===== config.mk =====
export PLATFORM = sky130hd
export DESIGN_NAME = qs_fetch
export DESIGN_NICKNAME = d
export VERILOG_FILES = /design/src/rtl/qs_fetch.sv
export SDC_FILE = /design/constraint.sdc
export NUM_CORES = 1
export LEC_CHECK = 0
export CAP_MARGIN = 20
export CORE_UTILIZATION = 45
export CTS_CLUSTER_DIAMETER = 30
export DETAILED_ROUTE_END_ITERATION = 10
export DONT_BUFFER_PORTS = 1
export HOLD_SLACK_MARGIN = 0.08
export SKIP_LAST_GASP = 1
export SLEW_MARGIN = 20
export SYNTH_ARGS = -nofsm -noshare
export SYNTH_HDL_FRONTEND = slang
export SYNTH_SLANG_ARGS = --single-unit
export TNS_END_PERCENT = 1

===== constraint.sdc =====
create_clock -name clk -period 3.6 [get_ports clk]
set_input_delay 0.18 -clock clk [delete_from_list [all_inputs] [get_ports clk]]
set_output_delay 0.18 -clock clk [all_outputs]
set_load 0.01 [all_outputs]

===== src/rtl/qs_fetch.sv =====
// qs_fetch: instruction-fetch sequencer feeding a fetch->decode register from qs_ucode_rom.
// Optional macro QS_FETCH_JMP_FOLD_EN: fold unconditional J into the PC update at fetch.
module qs_fetch #(
    parameter int PC_W     = 8,
    parameter int INST_W   = 16,
    parameter int RESET_PC = 0
) (
    input  logic              clk,
    input  logic              rst_n,
    input  logic              fetch_en,
    output logic [PC_W-1:0]   rom_ra,
    input  logic [INST_W-1:0] rom_rout,
    output logic              out_vld,
    input  logic              out_rdy,
    output logic [INST_W-1:0] out_inst,
    output logic [PC_W-1:0]   out_pc,
    output logic              out_folded,
    input  logic              redirect_vld,
    input  logic [PC_W-1:0]   redirect_pc
);
    localparam logic [PC_W-1:0] RST_PC = PC_W'(RESET_PC);

    logic [PC_W-1:0]   pc_q, pc_d, opc_q, opc_d, nxt_pc;
    logic [INST_W-1:0] inst_q, inst_d;
    logic              vld_q, vld_d, fold_q, fold_d;
    logic              cap, xfer, jmp;

    // Handshake qualifiers, unconditional-J predecode and sequential/folded next PC
    always_comb begin
        xfer = vld_q & out_rdy;
        cap  = fetch_en & ~redirect_vld & (~vld_q | out_rdy);
`ifdef QS_FETCH_JMP_FOLD_EN
        jmp  = (rom_rout[15:12] == 4'b0001) && (rom_rout[9:8] == 2'b00);
`else
        jmp  = 1'b0;
`endif
        nxt_pc = jmp ? rom_rout[PC_W-1:0] : pc_q + PC_W'(1);
    end

    // Next state: redirect flushes and retargets, capture loads, bare transfer empties
    always_comb begin
        pc_d   = redirect_vld ? redirect_pc : cap ? nxt_pc : pc_q;
        vld_d  = redirect_vld ? 1'b0 : cap ? 1'b1 : xfer ? 1'b0 : vld_q;
        inst_d = cap ? rom_rout : inst_q;
        opc_d  = cap ? pc_q : opc_q;
        fold_d = cap ? jmp : fold_q;
    end

    // State register with synchronous active-low reset
    always_ff @(posedge clk) begin
        if (!rst_n) begin
            pc_q   <= RST_PC;
            vld_q  <= 1'b0;
            inst_q <= '0;
            opc_q  <= '0;
            fold_q <= 1'b0;
        end else begin
            pc_q   <= pc_d;
            vld_q  <= vld_d;
            inst_q <= inst_d;
            opc_q  <= opc_d;
            fold_q <= fold_d;
        end
    end

    // Outputs; the ROM address shows the reset vector while reset is asserted
    always_comb begin
        rom_ra     = rst_n ? pc_q : RST_PC;
        out_vld    = vld_q;
        out_inst   = inst_q;
        out_pc     = opc_q;
        out_folded = fold_q;
    end
endmodule


==> metrics.txt <==
P per Cell Area 391 mW/mm^2; leakage power total 0.662 nW; Worst Slack Setup Final 1.37 ns; Switch Pwr 175 uW; Min Clock Period, post-route 2.23 ns; end of the worst hold path out_inst[9]; status finished clean; initial detailed-routing violation count 43; class of the most critical hold timing path input pin to flop; worst slack at placement 1.90 ns; terminus of the critical flop-to-flop path out_inst[7]; highest fanout seen on the critical path 24; first element of the critical path out_vld; n_diodes 0; clock network power share 29.3%; cell count after synthesis 170; register bit count reported by yosys 33; Final Cell Area 0.00178 sq mm; share of cells above drive strength 1 4.57%; Cell Area, Synth 0.00142 sq mm; Detail Route Antenna Nets 0; critical path type flop to flop; P&R area growth vs syn 25.5%; Final Routed Wirelength 3.18 mm; R2R depth 5; slowest CP cell nor3_4; Net count, final 227; clock buffers created by TritonCTS 5; number of distinct library cell variants in the gate-level netlist after synthesis 26; met3 global-route usage 5.58%; area of the core 0.00288 sq mm; busiest metal layer after global routing met2; GPL Wtd Cong 0.787; post-cts repair resize count 0; Hold Crit Depth 3; critical path launch point type flop; Critical Path Max Stage Delay 0.70 ns; vias in the first global route 1,108; maximum vdd drop 0.241 mV; effective utilization at floorplan 49.2%; number of vias per cell 5.03; vertical die dimension 58.1 microns; number of buffer and inverter instances along the worst setup path 1; R2R Path Start out_vld; Least-Margin Pin Slew 0.859 ns; Max-slew headroom 42.5%; antenna violations before repair 0; sequential area share after synthesis 46.6%; buffers added on ports 0; net count after synthesis 200; unrepaired setup endpoints after global routing false; required time of the worst setup path 3.86 ns; Reg clk slew, reported paths 0.09 ns; Combinational Power Share 12.1%; placed cell area 0.00141 sq mm; Cell Chain, Critical Path nor2b_1 > nor3_4 > nand2_1 > a21boi_1 > dlygate4sd3_1; Max Cap Violations 0; number of detailed-route iterations in the first pass 4; setup-violating endpoint count in the final report 0; pin count of the biggest net entering global routing 29; total gr overflow 0; std cell rows 19; Fin. Hold Viols 0; internal reg-to-reg setup slack 1.37 ns; category of the worst setup path capture point flop; total routing resource utilization after global routing 19.4%; Clock H-tree levels 2; max-slew violations 0; number of placed I/O pins 63; Routed wire per std cell 13.3 microns; syn avg cell area 8.33 sq um; clock skew 0.00909 ns; Chip Width 58.1 microns; CTS tree built; Hold Crit Start redirect_vld; internal power component 521 uW; routing usage on met2 34.8%; clock tree root driver cell clkbuf_4; kind of cell adding the most delay to the critical path simple AND/OR/NAND/NOR gates; arrival time at the worst endpoint 2.49 ns; count of clock tree sinks 33; timing-limited maximum frequency 448 MHz; HPWL reported at the end of detailed placement 1.95 mm; Yosys warnings 0; source-to-sink clock delay at the later pin of the worst-skew pair 0.32 ns; number of vias in the routed layout 1,201; post-route DRC violation count 0; number of buffers on the longest clock path 2; share of the clock period used by the worst path after layout 62.0%; met1 routing resource usage after global routing 20.8%; switch share 25.1%; die area 0.00338 sq mm; global-route wire length before repair 4.91 mm; number of setup buffers added after CTS 0; Sequential Power Share 58.6%; summed negative setup slack over all endpoints 0 ns
[final cells by class]
class	count	area [sq um]
fillers	271	1100
multi-input cells	124	692
flip-flops and latches	33	661
repair buffers	31	310
clock buffers	7	55.1
well taps	42	52.6
inverters	2	7.51
[worst reg2reg max path, cell delays in order (launching register included)]
cell and delay (ns):
dfxtp_1 0.36, nor2b_1 0.26, nor3_4 0.70, nand2_1 0.12
a21boi_1 0.17, dlygate4sd3_1 0.57
[state kept, by name (all words and copies together) (netlist names)]
name and count:
out_inst 16, out_pc 8, pc_q 8, out_vld 1
[timing repair]
action | in CTS | in global routing
setup endpoints to repair | 0 | 0
hold buffers | 31 | 0
hold endpoints to repair | 33 | 0
[how the worst max path moves through the flow]
stage                   to  cells past startpoint
6_report       out_inst[7]                      5
5_1_grt        out_inst[6]                      5
2_1_floorplan      pc_q[7]                      5
3_3_place_gp     out_pc[7]                      4
4_1_cts        out_inst[0]                      5
3_5_place_dp   out_inst[8]                      4
[cells by family after synthesis]
family          synth area share (%)
xor+xnor                        4.33
buf+inv                         4.50
flops                           46.6
fa+ha+maj                      0.883
other cells                    0.265
simple gates                    23.6
compound gates                  19.1
mux                            0.707
[power groups by stage]
| stage | combinational [mW] | clock, mW | sequential (mW) |
|---|---|---|---|
| floorplan | 0.0538 | 0 | 0.410 |
| global placement | 0.0522 | 0 | 0.416 |
| detailed placement | 0.0537 | 0 | 0.417 |
| CTS | 0.0833 | 0.210 | 0.408 |
| global route | 0.0935 | 0.231 | 0.410 |
| finish | 0.0838 | 0.204 | 0.407 |
[per-stage QoR]
step	hold slack [ns]	power [mW]	util, %	instances
finish	0.139	0.695	61.8	239
global route	0.135	0.735	61.8	239
CTS	0.130	0.702	61.8	239
detailed placement	0.323	0.470	49.1	201
global placement	0.318	0.468	49.1	201
floorplan	0.315	0.464	-	170
[cell usage after synthesis]
library cell / n / area share (%)
and2_1: 8 / 3.5
clkbuf_1: 5 / 1.3
a21boi_1: 20 / 11
buf_4: 3 / 1.6
buf_2: 3 / 1.1
inv_1: 1 / 0.26
mux2i_1: 1 / 0.71
o211a_1: 1 / 0.71
nand4_1: 2 / 0.88
conb_1: 1 / 0.26
nor2_1: 1 / 0.26
a21boi_0: 4 / 2.1
nor2b_1: 1 / 0.44
xor2_1: 1 / 0.62
nand2b_1: 1 / 0.44
o21ai_0: 8 / 2.8
xnor2_1: 6 / 3.7
nor3_1: 4 / 1.4
nand3_1: 3 / 1.1
nor3_4: 1 / 1.1
nand2_1: 51 / 14
ha_1: 1 / 0.88
nor4_2: 1 / 0.88
inv_2: 1 / 0.26
dfxtp_1: 33 / 47
a21oi_1: 8 / 2.8
[cell usage in the layout, fill, tap and decap left out]
cell,netlist,routed
nand2_1,51,51
dfxtp_1,33,33
dlygate4sd3_1,0,31
a21boi_1,20,20
and2_1,8,8
o21ai_0,8,8
a21oi_1,8,8
xnor2_1,6,6
clkbuf_4,0,5
nor3_1,4,4
a21boi_0,4,4
nand3_1,3,3
nand4_1,2,2
inv_2,1,1
nor2b_1,1,1
nor3_4,1,1
inv_1,1,1
nand2b_1,1,1
nor2_1,1,1
mux2i_1,1,1
xor2_1,1,1
nor4_2,1,1
o211a_1,1,1
ha_1,1,1
conb_1,1,1
clkbuf_1,5,1
clkbuf_8,0,1
[layer usage]
| layer | up-vias | wire length [microns] | part of all wire (%) |
|---|---|---|---|
| met4 | 0 | 43 | 1.4 |
| met3 | 5 | 175 | 5.5 |
| li1 | 609 | - | - |
| met2 | 40 | 1640 | 52 |
| met5 | - | 0 | 0 |
| met1 | 547 | 1320 | 42 |
(Power assumes the default switching activity.)
